[src/rtl/dmem_resp_if.sv]
// Pipeline-side load/store request and response bundle of the data-memory responder.
// master = MEM stage, slave = dmem_resp.
interface dmem_resp_if;
  logic        req_cs_en;
  logic        req_wen;
  logic [1:0]  req_size;
  logic [31:0] req_addr;
  logic [31:0] req_wdata;
  logic        flush;
  logic        hold_req;
  logic        rsp_valid;
  logic [31:0] rsp_rdata;
  logic        misalign_err;

  modport master (
    output req_cs_en, req_wen, req_size, req_addr, req_wdata, flush,
    input  hold_req, rsp_valid, rsp_rdata, misalign_err
  );

  modport slave (
    input  req_cs_en, req_wen, req_size, req_addr, req_wdata, flush,
    output hold_req, rsp_valid, rsp_rdata, misalign_err
  );
endinterface

[src/rtl/dmem_resp.sv]
// Data-memory responder: one request at a time into a byte-lane synchronous SRAM with WAIT_CYCLES latency.
// Optional misalignment check enabled by defining DMEM_RESP_MISALIGN_CHK_EN.
module dmem_resp #(
  parameter int ADDR_W      = 14,
  parameter int WAIT_CYCLES = 1
) (
  input  logic              clk,
  input  logic              rst,
  dmem_resp_if.slave        bus,
  output logic              sram_ce,
  output logic              sram_we,
  output logic [3:0]        sram_be,
  output logic [ADDR_W-1:0] sram_addr,
  output logic [31:0]       sram_wdata,
  input  logic [31:0]       sram_rdata
);

  typedef enum logic [1:0] {
    ST_IDLE   = 2'd0,
    ST_ACCESS = 2'd1,
    ST_WAIT   = 2'd2,
    ST_RESP   = 2'd3
  } state_t;

  localparam bit         HAS_WAIT  = (WAIT_CYCLES > 32'sd0);
  localparam logic [3:0] WAIT_LOAD = HAS_WAIT ? 4'(WAIT_CYCLES - 32'sd1) : 4'd0;

  function automatic logic [3:0] lane_be(input logic wen, input logic [1:0] size, input logic [1:0] a);
    logic [3:0] be;
    if (!wen) begin
      be = 4'b1111;
    end else begin
      case (size)
        2'b00:   be = 4'b0001 << a;
        2'b01:   be = a[1] ? 4'b1100 : 4'b0011;
        default: be = 4'b1111;
      endcase
    end
    return be;
  endfunction

  function automatic logic [31:0] lane_wdata(input logic wen, input logic [1:0] size, input logic [31:0] d);
    logic [31:0] wd;
    if (!wen) begin
      wd = d;
    end else begin
      case (size)
        2'b00:   wd = {4{d[7:0]}};
        2'b01:   wd = {2{d[15:0]}};
        default: wd = d;
      endcase
    end
    return wd;
  endfunction

`ifdef DMEM_RESP_MISALIGN_CHK_EN
  function automatic logic is_misaligned(input logic [1:0] size, input logic [1:0] a);
    logic mis;
    case (size)
      2'b00:   mis = 1'b0;
      2'b01:   mis = a[0];
      default: mis = (a != 2'b00);
    endcase
    return mis;
  endfunction
`endif

  state_t              state_r;
  state_t              state_s;
  logic                hold_s;
  logic                accept_s;
  logic                mis_s;
  logic [3:0]          cnt_r;
  logic                wen_r;
  logic                mis_r;
  logic                rsp_valid_r;
  logic [31:0]         hold_data_r;
  logic [31:0]         rsp_rdata_s;
  logic                sram_ce_r;
  logic                sram_we_r;
  logic [3:0]          sram_be_r;
  logic [ADDR_W-1:0]   sram_addr_r;
  logic [31:0]         sram_wdata_r;
  logic                unused_s;

  assign unused_s = ^bus.req_addr[31:ADDR_W+2];

`ifdef DMEM_RESP_MISALIGN_CHK_EN
  logic misalign_err_r;
  assign mis_s            = is_misaligned(bus.req_size, bus.req_addr[1:0]);
  assign bus.misalign_err = misalign_err_r;
`else
  assign mis_s            = 1'b0;
  assign bus.misalign_err = 1'b0;
`endif

  // Next-state and stall decode; a request is only taken from IDLE.
  always_comb begin
    state_s  = state_r;
    hold_s   = 1'b0;
    accept_s = 1'b0;
    case (state_r)
      ST_IDLE: begin
        hold_s = bus.req_cs_en & ~bus.flush;
        if (hold_s) begin
          accept_s = 1'b1;
          if (mis_s) begin
            state_s = ST_RESP;
          end else begin
            state_s = ST_ACCESS;
          end
        end else begin
          state_s = ST_IDLE;
        end
      end
      ST_ACCESS: begin
        hold_s = 1'b1;
        if (HAS_WAIT) begin
          state_s = ST_WAIT;
        end else begin
          state_s = ST_RESP;
        end
      end
      ST_WAIT: begin
        hold_s = 1'b1;
        if (cnt_r == 4'd0) begin
          state_s = ST_RESP;
        end else begin
          state_s = ST_WAIT;
        end
      end
      ST_RESP: begin
        state_s = ST_IDLE;
      end
      default: begin
        state_s = ST_IDLE;
      end
    endcase
  end

  // State, wait counter, latched request kind, response strobe and load-data hold register.
  always_ff @(posedge clk or posedge rst) begin
    if (rst) begin
      state_r     <= ST_IDLE;
      cnt_r       <= 4'd0;
      wen_r       <= 1'b0;
      mis_r       <= 1'b0;
      rsp_valid_r <= 1'b0;
      hold_data_r <= 32'd0;
    end else begin
      state_r     <= state_s;
      rsp_valid_r <= (state_s == ST_RESP);
      if (accept_s) begin
        wen_r <= bus.req_wen;
        mis_r <= mis_s;
      end
      if (state_r == ST_ACCESS) begin
        cnt_r <= WAIT_LOAD;
      end else if ((state_r == ST_WAIT) && (cnt_r != 4'd0)) begin
        cnt_r <= cnt_r - 4'd1;
      end
      if ((state_r == ST_RESP) && !wen_r && !mis_r) begin
        hold_data_r <= sram_rdata;
      end
    end
  end

`ifdef DMEM_RESP_MISALIGN_CHK_EN
  // Misalignment flag rides along with the RESP strobe.
  always_ff @(posedge clk or posedge rst) begin
    if (rst) begin
      misalign_err_r <= 1'b0;
    end else begin
      misalign_err_r <= accept_s & mis_s;
    end
  end
`endif

  // SRAM drive is loaded on acceptance so it is valid exactly in the ACCESS cycle, zero elsewhere.
  always_ff @(posedge clk or posedge rst) begin
    if (rst) begin
      sram_ce_r    <= 1'b0;
      sram_we_r    <= 1'b0;
      sram_be_r    <= 4'd0;
      sram_addr_r  <= '0;
      sram_wdata_r <= 32'd0;
    end else if (accept_s && !mis_s) begin
      sram_ce_r    <= 1'b1;
      sram_we_r    <= bus.req_wen;
      sram_be_r    <= lane_be(bus.req_wen, bus.req_size, bus.req_addr[1:0]);
      sram_addr_r  <= bus.req_addr[ADDR_W+1:2];
      sram_wdata_r <= lane_wdata(bus.req_wen, bus.req_size, bus.req_wdata);
    end else begin
      sram_ce_r    <= 1'b0;
      sram_we_r    <= 1'b0;
      sram_be_r    <= 4'd0;
      sram_addr_r  <= '0;
      sram_wdata_r <= 32'd0;
    end
  end

  // Load data is passed straight through in RESP; otherwise the last loaded word is shown.
  always_comb begin
    rsp_rdata_s = hold_data_r;
    if (state_r == ST_RESP) begin
      if (mis_r) begin
        rsp_rdata_s = 32'd0;
      end else if (!wen_r) begin
        rsp_rdata_s = sram_rdata;
      end else begin
        rsp_rdata_s = hold_data_r;
      end
    end else begin
      rsp_rdata_s = hold_data_r;
    end
  end

  assign bus.hold_req  = hold_s;
  assign bus.rsp_valid = rsp_valid_r;
  assign bus.rsp_rdata = rsp_rdata_s;
  assign sram_ce       = sram_ce_r;
  assign sram_we       = sram_we_r;
  assign sram_be       = sram_be_r;
  assign sram_addr     = sram_addr_r;
  assign sram_wdata    = sram_wdata_r;

endmodule

[src/flat_wrapper.sv]
// flat-port wrapper written by rule: the top's interface ports become plain ports
module dmem_resp_flat 
#(
  parameter int ADDR_W      = 14,
  parameter int WAIT_CYCLES = 1
)
  (clk, rst, sram_ce, sram_we, sram_be, sram_addr, sram_wdata, sram_rdata, bus_req_cs_en, bus_req_wen, bus_req_size, bus_req_addr, bus_req_wdata, bus_flush, bus_hold_req, bus_rsp_valid, bus_rsp_rdata, bus_misalign_err);
  dmem_resp_if bus_i ();
  input  logic clk;
  input  logic rst;
  output logic sram_ce;
  output logic sram_we;
  output logic [3:0] sram_be;
  output logic [ADDR_W-1:0] sram_addr;
  output logic [31:0] sram_wdata;
  input  logic [31:0] sram_rdata;
  input wire logic [$bits(bus_i.req_cs_en)-1:0] bus_req_cs_en;
  input wire logic [$bits(bus_i.req_wen)-1:0] bus_req_wen;
  input wire logic [$bits(bus_i.req_size)-1:0] bus_req_size;
  input wire logic [$bits(bus_i.req_addr)-1:0] bus_req_addr;
  input wire logic [$bits(bus_i.req_wdata)-1:0] bus_req_wdata;
  input wire logic [$bits(bus_i.flush)-1:0] bus_flush;
  output wire logic [$bits(bus_i.hold_req)-1:0] bus_hold_req;
  output wire logic [$bits(bus_i.rsp_valid)-1:0] bus_rsp_valid;
  output wire logic [$bits(bus_i.rsp_rdata)-1:0] bus_rsp_rdata;
  output wire logic [$bits(bus_i.misalign_err)-1:0] bus_misalign_err;
  assign bus_i.req_cs_en = bus_req_cs_en;
  assign bus_i.req_wen = bus_req_wen;
  assign bus_i.req_size = bus_req_size;
  assign bus_i.req_addr = bus_req_addr;
  assign bus_i.req_wdata = bus_req_wdata;
  assign bus_i.flush = bus_flush;
  assign bus_hold_req = bus_i.hold_req;
  assign bus_rsp_valid = bus_i.rsp_valid;
  assign bus_rsp_rdata = bus_i.rsp_rdata;
  assign bus_misalign_err = bus_i.misalign_err;
  dmem_resp #(.ADDR_W(ADDR_W), .WAIT_CYCLES(WAIT_CYCLES)) u_core (.clk(clk), .rst(rst), .bus(bus_i), .sram_ce(sram_ce), .sram_we(sram_we), .sram_be(sram_be), .sram_addr(sram_addr), .sram_wdata(sram_wdata), .sram_rdata(sram_rdata));
endmodule
[config.mk]
export PLATFORM = sky130hd
export DESIGN_NAME = dmem_resp_flat
export DESIGN_NICKNAME = d
export VERILOG_FILES = /design/src/rtl/dmem_resp_if.sv /design/src/rtl/dmem_resp.sv /design/src/flat_wrapper.sv
export SDC_FILE = /design/constraint.sdc
export NUM_CORES = 1
export LEC_CHECK = 0
export ABC_AREA = 1
export CAP_MARGIN = 20
export CORE_MARGIN = 10
export CORE_UTILIZATION = 40
export DETAILED_ROUTE_END_ITERATION = 8
export PLACE_DENSITY = 0.78
export SLEW_MARGIN = 20
export SYNTH_ARGS = -nofsm -noshare
export SYNTH_HDL_FRONTEND = slang
export SYNTH_SLANG_ARGS = --single-unit
[constraint.sdc]
create_clock -name clk -period 3.4 [get_ports clk]
set_clock_uncertainty 0.05 [all_clocks]
set_input_delay 0.51 -clock clk [delete_from_list [all_inputs] [get_ports clk]]
set_output_delay 0.51 -clock clk [all_outputs]
set_load 0.05 [all_outputs]
# Yosys cells after proc, flatten, opt, wreduce, memory -nomap -nowiden
# Index checks and enable logic that the tools add are counted.
# op_classes
order_cmp,0
div_mod_pow,0
n_mux,20
reduce_logical,9
n_eq_ne,5
bitwise_logic,2
n_addsub,1
multipliers,0
n_shift,1
# op_table
operator,n
32-bit two-way mux,4
32-bit case mux with 2 select lines,1
4-bit two-way mux,5
14-bit two-way mux,1
2-bit case mux with 4 select lines,1
4-bit case mux with 2 select lines,1
2-bit == test (second input constant),3
1-bit two-way mux,6
2-bit by 1-bit == test with 1-bit output (second input constant),2
2-bit logical NOT,2
4-bit logical NOT,1
4-bit nonzero test,1
1-bit by 2-bit << shifter with 4-bit output (first input constant),1
4-bit by 1-bit subtractor with 4-bit output (second input constant),1
1-bit logical AND,2
1-bit case mux with 2 select lines,1
2-bit nonzero test,1
2-bit OR reduction,1
1-bit bitwise AND,1
1-bit logical NOT,1
1-bit inverter,1
# word_totals
ff_bits,92
ram_bits,0
romBits,0
in_bits,103
latchBits,0
wordCells,48
out_inout_bits,87
mem_count,0

# Logic depth before layout (Yosys ltp)
# logic_depth
depth_word,5
mapped_depth,8
depth_no_buf,8

# Worst setup path before layout
# Ideal clock, no wire load.
# synth_timing
kind,register to output
start,register u_core.state_r[0]
end,output port bus_hold_req
slack_ns,1.197
required_ns,2.840
stages_incl_launch_ff,6
path_buffers,1
arrival_ns,1.643
path_cell_list,dfrtp_1 -> inv_1 -> ha_1 -> nand3_1 -> buf_2 -> a21oi_1
# synth_between
elab_chain_cells,3
elab_cells_between_ends,5
cone_classes,2 x eq/ne; 1 x mux; 2 x reduce/logical
# synth_rtl
element,line_no,text
from (decl),dmem_resp.sv:68,state_t state_r;
from (signal assigned),dmem_resp.sv:151,state_r <= state_s;
2-bit == test or 2-bit by 1-bit == test with 1-bit output (tied branches),dmem_resp.sv:102,case (state_r)
2-bit OR reduction (no line),n/a,
1-bit case mux with 2 select lines *,dmem_resp.sv:102,
to (decl),flat_wrapper.sv:23,output wire logic [$bits(bus_i.hold_req)-1:0] bus_hold_req;
# Every way passes the cells marked *; elsewhere a longest branch is shown, timed or not.

# Worst setup path after layout
# layout_timing
start,register u_core.state_r[0]
end,output port bus_rsp_rdata[3]
# layout_between
elab_chain_cells,2
# layout_rtl
element,line_no,text
2-bit == test,dmem_resp.sv:205,if (state_r == ST_RESP) begin
32-bit two-way mux,dmem_resp.sv:205,
to (decl),flat_wrapper.sv:25,output wire logic [$bits(bus_i.rsp_rdata)-1:0] bus_rsp_rdata;
# Every way passes these cells.

==> results.toml <==
[outcome]
status = "completed"

[placed_design]
place_hpwl_um = 8730
post-place-cells = 658
place_ws_ps = 600
placed_area_um2 = 5900
gp_congestion = 0.797
port_buffers = 172

[drt]
finalWirelength_um = 11200
drt_first_pass_iters = 4
wl_per_cell_um = 16.7
vias_per_cell = 4.60
drc = 0
vias = 3077
ant_nets = 0
drtIter0Drc = 168

[sta]
fmax_ghz = 0.318
fin_setup_tns_ps = 0
worst_slew_pin_slew_ps = 771
slew_viol_final = 0
rsz0062_at_grt = "no"
setup_violations = 0
report.final.hold_viol_count = 0
finalCritPeriodShare_pct = 92.6
fin_ws_ps = 251
min_period_ps = 3150
maxSlewHeadroom_pct = 48.6
holdWs_ps = 454

[final_layout]
drive_gt1_share_pct = 16.2
area_delta_synth_final_pct = 48.0
n_antenna_cell = 0
final_nets = 647
fin_util_pct = 61.1
design_area_um2 = 6030
instances_no_fill = 669

[critical_path]
startpoint_type = "register"
arrival_ps = 2590
cp.required_ps = 2840
crit_slowest_cell = "clkdlybuf4s50_1"
reg2reg_depth = 7
rr_startpoint = "u_core.state_r[0]"
crit_path_cell_trace = "ha_1 -> nand2_4 -> buf_4 -> mux2_2 -> clkdlybuf4s50_1"
critPathKind = "register to primary output"
slowest_delay_ps = 720
reg2reg_to = "u_core.sram_wdata[19]"
end_kind = "primary output"
rrSetupSlack_ps = 1410
critical_path.max_fanout = 18

[synthesis]
syn_inst = 363
synth.avg_cell_area_um2 = 11.2
syn_area_um2 = 4080
ys_seq_area_share_pct = 56.5
yosys_warnings = 0
ys_types = 23
netlist_top_cells_area = "dfrtp_1, mux2_2, nor2_1"
netlist.area_leader.share_pct = 56.5
syn_nets = 474
synth_seq_cells = 92
yosysTopAreaCell = "dfrtp_1"

[power_and_ir_drop]
power.density_nw_per_um2 = 835
p_leak_nw = 2.80
p_seq_share_pct = 30.6
totalPowerFinal_mw = 5.04
switching_share_pct = 44.6
combinationalPowerShare_pct = 57.6
p_switching_mw = 2.25
clkPwrFrac_pct = 11.8
ir_worst_vdd_uv = 679
p_int_mw = 2.79

[cts]
numCtsBuffers = 9
clk_pin_slew_worst_paths_ps = 80
cts_setup_buffers = 0
cts_tree = "done"
cts_hold_buf = 0
cts-resized-gates = 0
cts_sinks = 92
h-tree-depth = 3
clkLatencyLatePin_ps = 340
cts-root-buf = "clkbuf_8"
clockBufferDepth = 2

[min_path]
hold_path_depth = 1
min_to = "u_core.hold_data_r[26]"
hold_path.startpoint = "u_core.hold_data_r[26]"
worstHoldPathType = "register to register"

[floorplan]
rows = 36
core_um2 = 9860
io_pins = 190
die_x_um = 121
die_h_um = 121
initial_core_util_pct = 41.3
die-area_um2 = 14600

[flow_run]
maxCapViolCount = 0

[grt]
grt_pass1_wl_um = 17600
grt-ovfl-total = 0
grt_max_degree = 51
antenna_found_initial = 0
grt_pass1_vias = 3299
grt.total_usage_pct = 15.2
==> logic make-up (layout without fill, tap and decap cells) <==
family / count (synthesis) / in the layout / share of synthesized area, %
AND/OR/NAND/NOR: 105 / 105 / 10.9
AO/OA/AOI/OAI: 38 / 38 / 4.73
flip-flops: 92 / 92 / 56.5
XOR/XNOR: 1 / 1 / 0.215
other: 1 / 1 / 0.0920
buffers and inverters: 54 / 227 / 7.00
adder cells (fa/ha/maj): 8 / 8 / 2.46
multiplexers: 64 / 64 / 18.1
==> layout by cell type (no fill, tap or decap), types with 2 or more instances in the layout <==
master / instances
nand3_1: 6
mux2_2: 59
clkbuf_8: 9
inv_1: 36
a21oi_1: 15
dfrtp_1: 92
ha_1: 8
inv_2: 2
nor2_1: 59
nand2_1: 35
buf_12: 3
buf_4: 3
clkinv_2: 2
o21ai_1: 8
mux2_4: 5
clkdlybuf4s50_1: 171
nand2_4: 2
o21ai_0: 14
==> layer usage <==
layer | global-route usage (%) | vias to the layer above | routed length (µm)
met3 | 6.14 | 13 | 971
met5 | 0 | - | 0
li1 | - | 1500 | -
met1 | 16.5 | 1466 | 4270
met4 | 4.98 | 0 | 199
met2 | 26.5 | 98 | 5730
==> registers in the layout, summed over array words and instances, names as in the netlist <==
signal and count:
u_core.bus.rsp_valid 1, u_core.cnt_r 4, u_core.hold_data_r 32, u_core.sram_addr 14, u_core.sram_be 4, u_core.sram_ce 1
u_core.sram_wdata 32, u_core.sram_we 1, u_core.state_r 2, u_core.wen_r 1
==> worst max path at each step <==
stage	startpoint	endpoint	slack [ps]	cells past startpoint
6_report	u_core.state_r[0]	bus_rsp_rdata[3]	250	5
5_1_grt	u_core.state_r[0]	bus_rsp_rdata[3]	120	5
2_1_floorplan	rst	u_core.bus.rsp_valid	450	1
3_3_place_gp	u_core.state_r[0]	bus_rsp_rdata[10]	630	5
4_1_cts	u_core.state_r[0]	bus_rsp_rdata[0]	200	5
3_5_place_dp	u_core.state_r[0]	bus_rsp_rdata[0]	600	5
==> synthesized netlist by cell type <==
cell type	count
o21bai_1	1
xor2_1	1
buf_2	6
nor2_8	1
buf_6	1
mux2_2	59
nor2_1	59
inv_1	37
clkbuf_8	6
nand3_1	6
inv_2	2
dfrtp_1	92
ha_1	8
o21ai_0	14
nand2_4	2
a21oi_1	15
nor2_4	1
buf_4	2
o21ai_1	8
mux2_4	5
conb_1	1
nand2_1	35
nand4_1	1
==> cell type report <==
type / count / area, µm²
clock buffer: 10 / 128
clock inverter: 1 / 5.00
fill: 818 / 3830
inverter: 39 / 148
multi-input combinational: 217 / 1490
sequential: 92 / 2300
tap: 133 / 166
timing repair buffer: 177 / 1790
==> power by group through the flow <==
stage | combinational [mW] | clock [mW] | sequential, mW
2_1_floorplan | 1.77 | 0 | 1.79
3_3_place_gp | 2.88 | 0 | 1.54
3_5_place_dp | 2.93 | 0 | 1.57
4_1_cts | 2.94 | 0.617 | 1.54
5_1_grt | 3.07 | 0.663 | 1.59
6_report | 2.90 | 0.594 | 1.54
==> critical path: cells and delay by family, from the launching register on <==
family        cells  cell delay (ps)
fa+ha+maj         1              250
buf+inv           2              970
flops             1              420
mux               1              350
simple gates      1              240
Note: power is estimated with default switching activity, not from simulation.
